**src/rtl/icache_assoc.sv**
```systemverilog
// Set-associative instruction cache with block fill, round-robin replacement and perf counters.
// Latency: hits answer combinationally; a miss spends one lookup cycle, then WORDS plus iwait-high cycles in FILL.
// Backpressure: memory stalls through iwait; dbusy or halt suppress lookups, and halt also drops any fill.
module icache_assoc #(
    parameter int WAYS  = 2,
    parameter int SETS  = 8,
    parameter int WORDS = 2,
    parameter int CNTW  = 32
) (
    input  logic            CLK,
    input  logic            RST,
    input  logic            imemREN,
    input  logic [31:0]     imemaddr,
    input  logic            halt,
    input  logic            dbusy,
    output logic            ihit,
    output logic [31:0]     imemload,
    output logic            iREN,
    output logic [31:0]     iaddr,
    input  logic            iwait,
    input  logic [31:0]     iload,
    output logic [CNTW-1:0] hitcnt,
    output logic [CNTW-1:0] misscnt
);
    localparam int OB  = $clog2(WORDS);
    localparam int IB  = $clog2(SETS);
    localparam int TW  = 30 - OB - IB;
    localparam int OBW = (OB > 0) ? OB : 1;
    localparam int PW  = (WAYS > 1) ? $clog2(WAYS) : 1;

    typedef enum logic {IDLE, FILL} state_t;

    state_t            state_q, state_d;
    logic [OBW-1:0]    wc_q;
    logic [TW-1:0]     fill_tag_q;
    logic [IB-1:0]     fill_idx_q;
    logic              valid_q  [WAYS][SETS];
    logic [TW-1:0]     tag_q    [WAYS][SETS];
    logic [31:0]       data_q   [WAYS][SETS][WORDS];
    logic [PW-1:0]     ptr_q    [SETS];
    logic [31:0]       linebuf_q [WORDS];
    logic [CNTW-1:0]   hitcnt_q, misscnt_q;

    logic [29:0]       waddr;
    logic [TW-1:0]     req_tag;
    logic [IB-1:0]     req_idx;
    logic [OBW-1:0]    req_off;
    logic              lookup, hit_any, miss_start, accept, fill_done, all_valid;
    logic [31:0]       hit_word, fill_base;
    logic [PW-1:0]     victim;
    logic              unused_ok;

    assign waddr      = imemaddr[31:2];
    assign req_tag    = waddr[29 -: TW];
    assign req_idx    = waddr[OB +: IB];
    assign unused_ok  = ^imemaddr[1:0];
    assign fill_base  = {fill_tag_q, fill_idx_q, {(OB + 2){1'b0}}};

    // Word offset only exists for multi-word blocks.
    always_comb begin
        req_off = '0;
        if (WORDS > 1) req_off = waddr[OBW-1:0];
    end

    // Tag compare across all ways of the addressed set.
    always_comb begin
        hit_any  = 1'b0;
        hit_word = '0;
        for (int w = 0; w < WAYS; w++) begin
            if (valid_q[w][req_idx] && tag_q[w][req_idx] == req_tag) begin
                hit_any  = 1'b1;
                hit_word = data_q[w][req_idx][req_off];
            end
        end
    end

    assign lookup     = imemREN && !dbusy && !halt && (state_q == IDLE);
    assign ihit       = lookup && hit_any;
    assign imemload   = ihit ? hit_word : 32'd0;
    assign miss_start = lookup && !hit_any;
    assign accept     = (state_q == FILL) && !iwait && !halt;
    assign hitcnt     = hitcnt_q;
    assign misscnt    = misscnt_q;

    // Victim: lowest invalid way, otherwise the set's round-robin pointer.
    always_comb begin
        victim    = ptr_q[fill_idx_q];
        all_valid = 1'b1;
        for (int w = WAYS - 1; w >= 0; w--) begin
            if (!valid_q[w][fill_idx_q]) begin
                victim    = PW'(w);
                all_valid = 1'b0;
            end
        end
    end

    // State register.
    always_ff @(posedge CLK or posedge RST) begin
        if (RST) state_q <= IDLE;
        else     state_q <= state_d;
    end

    // Next state and memory-side outputs; halt overrides everything.
    always_comb begin
        state_d   = state_q;
        iREN      = 1'b0;
        iaddr     = 32'd0;
        fill_done = 1'b0;
        case (state_q)
            IDLE: begin
                if (miss_start) state_d = FILL;
            end
            FILL: begin
                iREN  = 1'b1;
                iaddr = fill_base | (32'(wc_q) << 2);
                if (!iwait && wc_q == OBW'(WORDS - 1)) begin
                    fill_done = 1'b1;
                    state_d   = IDLE;
                end
            end
            default: state_d = IDLE;
        endcase
        if (halt) begin
            state_d   = IDLE;
            iREN      = 1'b0;
            iaddr     = 32'd0;
            fill_done = 1'b0;
        end
    end

    // Control state: fill address, word counter, valid bits, pointers, counters.
    always_ff @(posedge CLK or posedge RST) begin
        if (RST) begin
            wc_q       <= '0;
            fill_tag_q <= '0;
            fill_idx_q <= '0;
            hitcnt_q   <= '0;
            misscnt_q  <= '0;
            for (int s = 0; s < SETS; s++) begin
                ptr_q[s] <= '0;
                for (int w = 0; w < WAYS; w++) valid_q[w][s] <= 1'b0;
            end
        end else begin
            if (ihit) hitcnt_q <= hitcnt_q + CNTW'(1);
            if (miss_start) begin
                misscnt_q  <= misscnt_q + CNTW'(1);
                fill_tag_q <= req_tag;
                fill_idx_q <= req_idx;
                wc_q       <= '0;
            end
            if (accept && WORDS > 1) wc_q <= wc_q + OBW'(1);
            if (halt) begin
                for (int s = 0; s < SETS; s++) begin
                    ptr_q[s] <= '0;
                    for (int w = 0; w < WAYS; w++) valid_q[w][s] <= 1'b0;
                end
            end else if (fill_done) begin
                valid_q[victim][fill_idx_q] <= 1'b1;
                if (all_valid && WAYS > 1) ptr_q[fill_idx_q] <= ptr_q[fill_idx_q] + PW'(1);
            end
        end
    end

    // Line buffer capture and array write; contents need no reset since valid gates them.
    always_ff @(posedge CLK) begin
        if (accept) linebuf_q[wc_q] <= iload;
        if (fill_done) begin
            tag_q[victim][fill_idx_q] <= fill_tag_q;
            for (int k = 0; k < WORDS; k++) begin
                data_q[victim][fill_idx_q][k] <= (k == WORDS - 1) ? iload : linebuf_q[k];
            end
        end
    end
endmodule

```
**config.mk**
```make
export PLATFORM = sky130hd
export DESIGN_NAME = icache_assoc
export DESIGN_NICKNAME = d
export VERILOG_FILES = /design/src/rtl/icache_assoc.sv
export SDC_FILE = /design/constraint.sdc
export NUM_CORES = 2
export LEC_CHECK = 0
export ABC_AREA = 0
export CORE_ASPECT_RATIO = 1.2
export CORE_MARGIN = 5
export CORE_UTILIZATION = 45
export DETAILED_ROUTE_END_ITERATION = 7
export PLACE_DENSITY = 0.69
export SYNTH_ARGS = -nofsm -noshare
export SYNTH_HDL_FRONTEND = slang
export SYNTH_SLANG_ARGS = --single-unit
```
**constraint.sdc**
```tcl
create_clock -name CLK -period 13.53 [get_ports CLK]
set_clock_uncertainty 0.1 [all_clocks]
set_input_delay 4.059 -clock CLK [delete_from_list [all_inputs] [get_ports CLK]]
set_output_delay 4.059 -clock CLK [all_outputs]
set_load 0.005 [all_outputs]
```
# Word-level counts from Yosys, hierarchy flattened

Memory sizes are Yosys's and may differ from the RTL's.
Cells that the tools add are included.

Bits in registers: 119
Bits in latches: 0
Memory bits (read-only): 0
Input bits: 70
Memories: 3
Output and inout port bits: 130
Bits in writable memories: 1504

Multipliers: 0
$add $sub $neg: 4
Magnitude comparators: 6
Bitwise logic cells: 519
Shift operators: 0
Multiplexer cells: 589
Equal/unequal tests: 2
Div/mod/pow operators: 0
Reductions and logical operators: 20

Memories:

| memory    | depth | width | read ports | clocked after memory_dff | wr ports | RTL line | source |
|---|---|---|---|---|---|---|---|
| data_q    | 2     | 512   | 2          | 0                        | 1        | 39       | `logic [31:0] data_q [WAYS][SETS][WORDS];` |
| tag_q     | 2     | 208   | 2          | 0                        | 1        | 38       | `logic [TW-1:0] tag_q [WAYS][SETS];` |
| linebuf_q | 2     | 32    | 1          | 0                        | 1        | 41       | `logic [31:0] linebuf_q [WORDS];` |

Operator list:

| kind                    | number |
|---|---|
| $mux W512               | 2 |
| $mux W1                 | 542 |
| $or A1 B1 Y1            | 512 |
| $bmux W64 S3            | 2 |
| $demux W64 S3           | 2 |
| $mux W32                | 12 |
| $mux W64                | 5 |
| $mux W208               | 1 |
| $bmux W26 S3            | 2 |
| $mux W26                | 5 |
| $demux W26 S3           | 1 |
| $add A32 B1 Y32 const B | 2 |
| $eq A26 B26 Y1          | 2 |
| $mux W16                | 2 |
| $mux W8                 | 4 |
| $or A32 B3 Y32          | 1 |
| $or A16 B16 Y16         | 1 |
| $bmux W1 S3             | 5 |
| $logic_and A1 B1 Y1     | 12 |
| $bwmux W8               | 1 |
| $demux W8 S1            | 1 |
| $ge A4 B4 Y1 const B    | 2 |
| $not A3 Y4              | 2 |
| $reduce_bool A2 Y1      | 3 |
| 10 further kinds        | 16 |

# Depth between registers and ports, before layout

Word-level depth: 14
Gate-level depth with buffers: 16
Gate-level depth less buffers: 9

# Worst setup path after synthesis

Ideal clock, no wire load.

Kind: input port to output port
Start: in imemaddr[3]
End: out imemload[11]
Data arrival time: 7.090 ns
Stages: 13
Required time: 9.371 ns
Path slack: 2.281 ns
Buffers on the path: 9
Path through: buf_4 > buf_4 > buf_4 > buf_4 > buf_6 > buf_2 > buf_2 > buf_4 > buf_2 > mux4_2 > mux4_2 > nand4_1 > a21oi_1

Longest elaborated chain between the ends: 10
Elaborated cells on any way between the ends: 35
Classes of those cells: eq/ne (2); mux (29); bitwise (1); reduce/logical (3)

RTL lines:

| what                                                                     | RTL line | source |
|---|---|---|
| start: declaration                                                       | 13       | `input logic [31:0] imemaddr,` |
| $not A3 Y4 (implied by the code) (*)                                     | 70, 72   |  |
| $bmux W26 S3 or $bmux W64 S3 (tied branches)                             | 70, 72   |  |
| $mux W26 (implied by the code) or $mux W64 (tied branches) (2 in series) | 70, 72   |  |
| $eq A26 B26 Y1 or $mux W32 (tied branches)                               | 70, 72   |  |
| $logic_and A1 B1 Y1 or $mux W32 (tied branches)                          | 70, 72   |  |
| $mux W1 or $mux W32 (tied branches)                                      | 70, 72   |  |
| $mux W1 or $mux W32 (tied branches)                                      | 70       | `if (valid_q[w][req_idx] && tag_q[w][req_idx] == req_tag) begin` |
| $logic_and A1 B1 Y1 or $mux W32 (tied branches)                          | 78, 70   |  |
| $mux W32 (*)                                                             | 79       | `assign imemload = ihit ? hit_word : 32'd0;` |
| end: declaration                                                         | 17       | `output logic [31:0] imemload,` |

Mark *: on every way between the ends. The rest lies on a longest branch, timed or not. The select of a mux whose other input is x is not followed.

# Worst setup path in the final report

Start: in imemaddr[4]
End: out imemload[10]

Same word-level chain as after synthesis.

==> results by group <==
Power and ir drop
  • Sequential cell fraction of total power: 54.5%
  • Share of power burned in combinational logic: 4.6%
  • Clock share of power: 40.8%
  • Switching share of total power: 21.4%
  • Largest voltage drop on the vdd net: 0.159 mV
  • Internal power of the cells: 8050 uW
  • Cell Pwr Density: 137 mW/mm^2
  • Total leakage power: 0.0242 uW
  • Switching pwr: 2190 uW

STA
  • Count of pins over their slew limit: 0
  • Period minus WS final: 13.14 ns
  • Final setup violating endpoints: 0
  • Fraction of the cycle the final worst path needs: 97.1%
  • Count of final hold-check violations: 0
  • Worst slew margin: 14.2%
  • Actual slew at the worst max-slew pin: 1.28 ns
  • Peak clock frequency supported by timing: 76.1 MHz
  • PnR worst setup slack: 0.393 ns
  • Setup repair after global routing missed its margin: no
  • Setup Total Neg Slack: 0 ns

Yosys
  • Post-synthesis sequential area ratio: 72.4%
  • Syn. warnings: 0
  • Yosys top cell area share: 67.8%
  • Synth Register Bits: 1591
  • Most common cell in the netlist: sky130_fd_sc_hd__edfxtp_1
  • Cells after synthesis: 3202
  • Mean instance size in the synthesized netlist: 20.3 sq um
  • Cell area after synthesis: 0.0652 sq mm
  • EDFF count, synth: 1472
  • Most frequently used flop master after synthesis: sky130_fd_sc_hd__edfxtp_1
  • Synth top area cells: sky130_fd_sc_hd__edfxtp_1, sky130_fd_sc_hd__mux4_2, sky130_fd_sc_hd__mux2_2, sky130_fd_sc_hd__dfrtp_1, sky130_fd_sc_hd__mux2i_1
  • Cell types with the highest counts after synthesis: sky130_fd_sc_hd__edfxtp_1, sky130_fd_sc_hd__mux4_2, sky130_fd_sc_hd__mux2_2, sky130_fd_sc_hd__dfrtp_1, sky130_fd_sc_hd__mux2i_1
  • Library cell with the largest summed area after synthesis: sky130_fd_sc_hd__edfxtp_1
  • Fraction of registers with async set/reset: 7.48%
  • Synth unique cells: 59

Place
  • Count of placed standard cells including taps: 5243
  • Worst Setup Slack post-DPL: 0.428 ns
  • Number of port buffers: 195
  • Half-perimeter wire length of the detailed placement result: 84700 um
  • Dpl cell area: 0.0697 sq mm
  • Global placement routability congestion: 0.823

Setup path
  • Highest-delay cell along the critical path: sky130_fd_sc_hd__or4_4
  • Worst Path Class, Setup: in -> out
  • Launch point of the critical path: imemaddr[4]
  • R2r startpoint: fill_idx_q[2]
  • R2R Setup Slk: 8.30 ns
  • Worst Path Buf+Inv: 4
  • Type of origin of the critical path: primary input
  • Critical path endpoint category: output port
  • Cell count of the worst reg-to-reg path: 9
  • Required time of the critical path: 9.37 ns
  • Sequence of cells on the critical path: buf_8, buf_4, mux4_2, mux2i_1, xor2_1, nand4_1, or4_1, or4_4, nand2b_1, buf_4, nand2b_1, a21oi_1, clkdlybuf4s50_1
  • Gate family responsible for the most delay along the worst path: buffers and inverters
  • Delay of the slowest cell on the worst path: 0.66 ns
  • Worst path arrival time: 8.98 ns
  • Maximum fanout along the worst path: 47
  • Reg-to-Reg End: tag_q[0][50]

Clocking
  • Total CTS buffers: 157
  • CTS root buffer: sky130_fd_sc_hd__clkbuf_16
  • Buffers inserted by post-CTS timing repair: 0
  • Clk buf depth: 3
  • Htree depth: 4
  • Number of sinks on the clock net: 1591
  • CTS hold repair buffers: 0
  • Clock edge transition at the registers on the reported setup and hold paths: 0.06 ns
  • Resized cells post-CTS: 0
  • TritonCTS clock tree: built
  • Clock latency reported for the late side of the worst-skew pair: 0.77 ns

Floorplanning
  • Number of ports placed on the die boundary: 200
  • Std-Cell Core Area: 0.145 sq mm
  • Standard-cell rows: 153
  • Die Outline Area: 0.153 sq mm
  • Starting density of the core: 45.1%
  • Die Y: 427 um
  • Die X: 357 um

Drt
  • Vias per std cell: 5.95
  • Drc violations: 0
  • First-pass iteration count of the detailed router: 5
  • Final wirelength: 160000 um
  • Routed via count: 32985
  • Routed length per placed instance: 28.9 um
  • Drt first-iter violations: 3549
  • Antenna viol nets, final: 0

Hold path
  • Hold Path Stages: 1
  • Hold Path Sink: misscnt[31]
  • Worst hold-check path type: reg -> reg
  • Hold wc startpoint: misscnt[31]

Global routing
  • Vias in the first global route: 33969
  • Total GRT Usage: 21.0%
  • Global Route met1 Usage: 28.6%
  • Initial antenna violation count: 17
  • First-pass GRT wire length: 233000 um
  • Grt peak-use layer: met2
  • Grt ovf: 0
  • Routing usage on met2: 34.9%
  • Pin count of the biggest net entering global routing: 138
  • Met3 usage: 3.95%

Cells and area
  • Fraction of final layout cells sized beyond drive strength 1: 28.3%
  • Signed area change from the synthesized netlist to the final layout: 14.6%
  • Post-Layout Cell Count: 5546
  • Design Area, Final: 0.0747 sq mm
  • FILL cells: 11293
  • Total Nets Final: 3537

Run status
  • Outcome: finished, final reports clean

Job
  • Maxcap violations: 0
## metal layers
metal / share of wire [%] / up-vias
met5: 0.016 / -
met4: 2.8 / 4
met3: 7.8 / 260
met2: 50 / 1409
met1: 39 / 17566
li1: - / 13746
## state kept, by name, summed over array words and instances, names as in the netlist
signal      flops
data_q       1024
fill_idx_q      3
fill_tag_q     26
hitcnt         32
linebuf_q      32
misscnt        32
ptr_q           8
state_q         1
tag_q         416
valid_q        16
wc_q            1
## layout make-up
type / count / area [sq um] / area share (%)
Timing Repair Buffer: 275 / 2690 / 3.60
Tap cell: 1937 / 2420 / 3.25
Clock inverter: 83 / 704 / 0.943
Sequential cell: 1591 / 47200 / 63.2
Multi-Input combinational cell: 1413 / 17300 / 23.2
Inverter: 27 / 106 / 0.142
Antenna cell: 12 / 30.0 / 0.0402
Clock buffer: 208 / 4230 / 5.67
## power groups by stage
stage          clock [uW]  sequential, uW  combinational (uW)
3_3_place_gp            0            5680                 475
2_1_floorplan           0            5630                 324
4_1_cts              4260            5590                 481
3_5_place_dp            0            5690                 478
5_1_grt              4470            5600                 510
6_report             4180            5590                 475
## cells by family (layout without fill, tap and decap cells)
logic type	after synthesis	count (layout)	share of synthesized area, %
compound gates	154	154	1.57
simple gates	359	359	3.10
mux	796	796	20.2
other cells	1	14	0.00576
xor+xnor	100	100	1.34
flops	1591	1591	72.4
buf+inv	199	593	1.39
fa+ha+maj	2	2	0.0384
## cell usage in the layout, fill, tap and decap left out, drive strengths merged, types with 8 or more instances in the layout
master	n
and2	36
inv	33
clkbuf	208
bufinv	8
mux2	297
o21ai	19
xor2	67
nor2b	10
dfrtp	119
and3	19
nor4	17
edfxtp	1472
clkdlybuf4s50	191
a22oi	34
diode	12
buf	84
nand2	49
nor3	15
mux4	382
nor2	44
xnor2	33
nand3	36
mux2i	117
o22ai	23
a21oi	44
nand4	43
nand2b	57
clkinv	67
nor4b	8
## metrics by stage
stage          util [%]  power [uW]  hold WS, ns
6_report           51.7       10200        0.365
5_1_grt            51.7       10600        0.400
4_1_cts            51.7       10300        0.368
3_5_place_dp       48.2        6170        0.355
3_3_place_gp       48.2        6160        0.363
2_1_floorplan         -        5950        0.343
## worst max-delay path by stage
| stage | endpoint | slack (ns) | cells after the start |
|---|---|---|---|
| 6_report | imemload[10] | 0.39 | 13 |
| 5_1_grt | imemload[3] | 0.22 | 11 |
| 4_1_cts | imemload[10] | 0.40 | 13 |
| 3_5_place_dp | imemload[10] | 0.43 | 13 |
| 3_3_place_gp | imemload[10] | 0.40 | 13 |
| 2_1_floorplan | imemload[11] | 2.28 | 13 |
No activity file was read; power rests on OpenSTA's default activity.
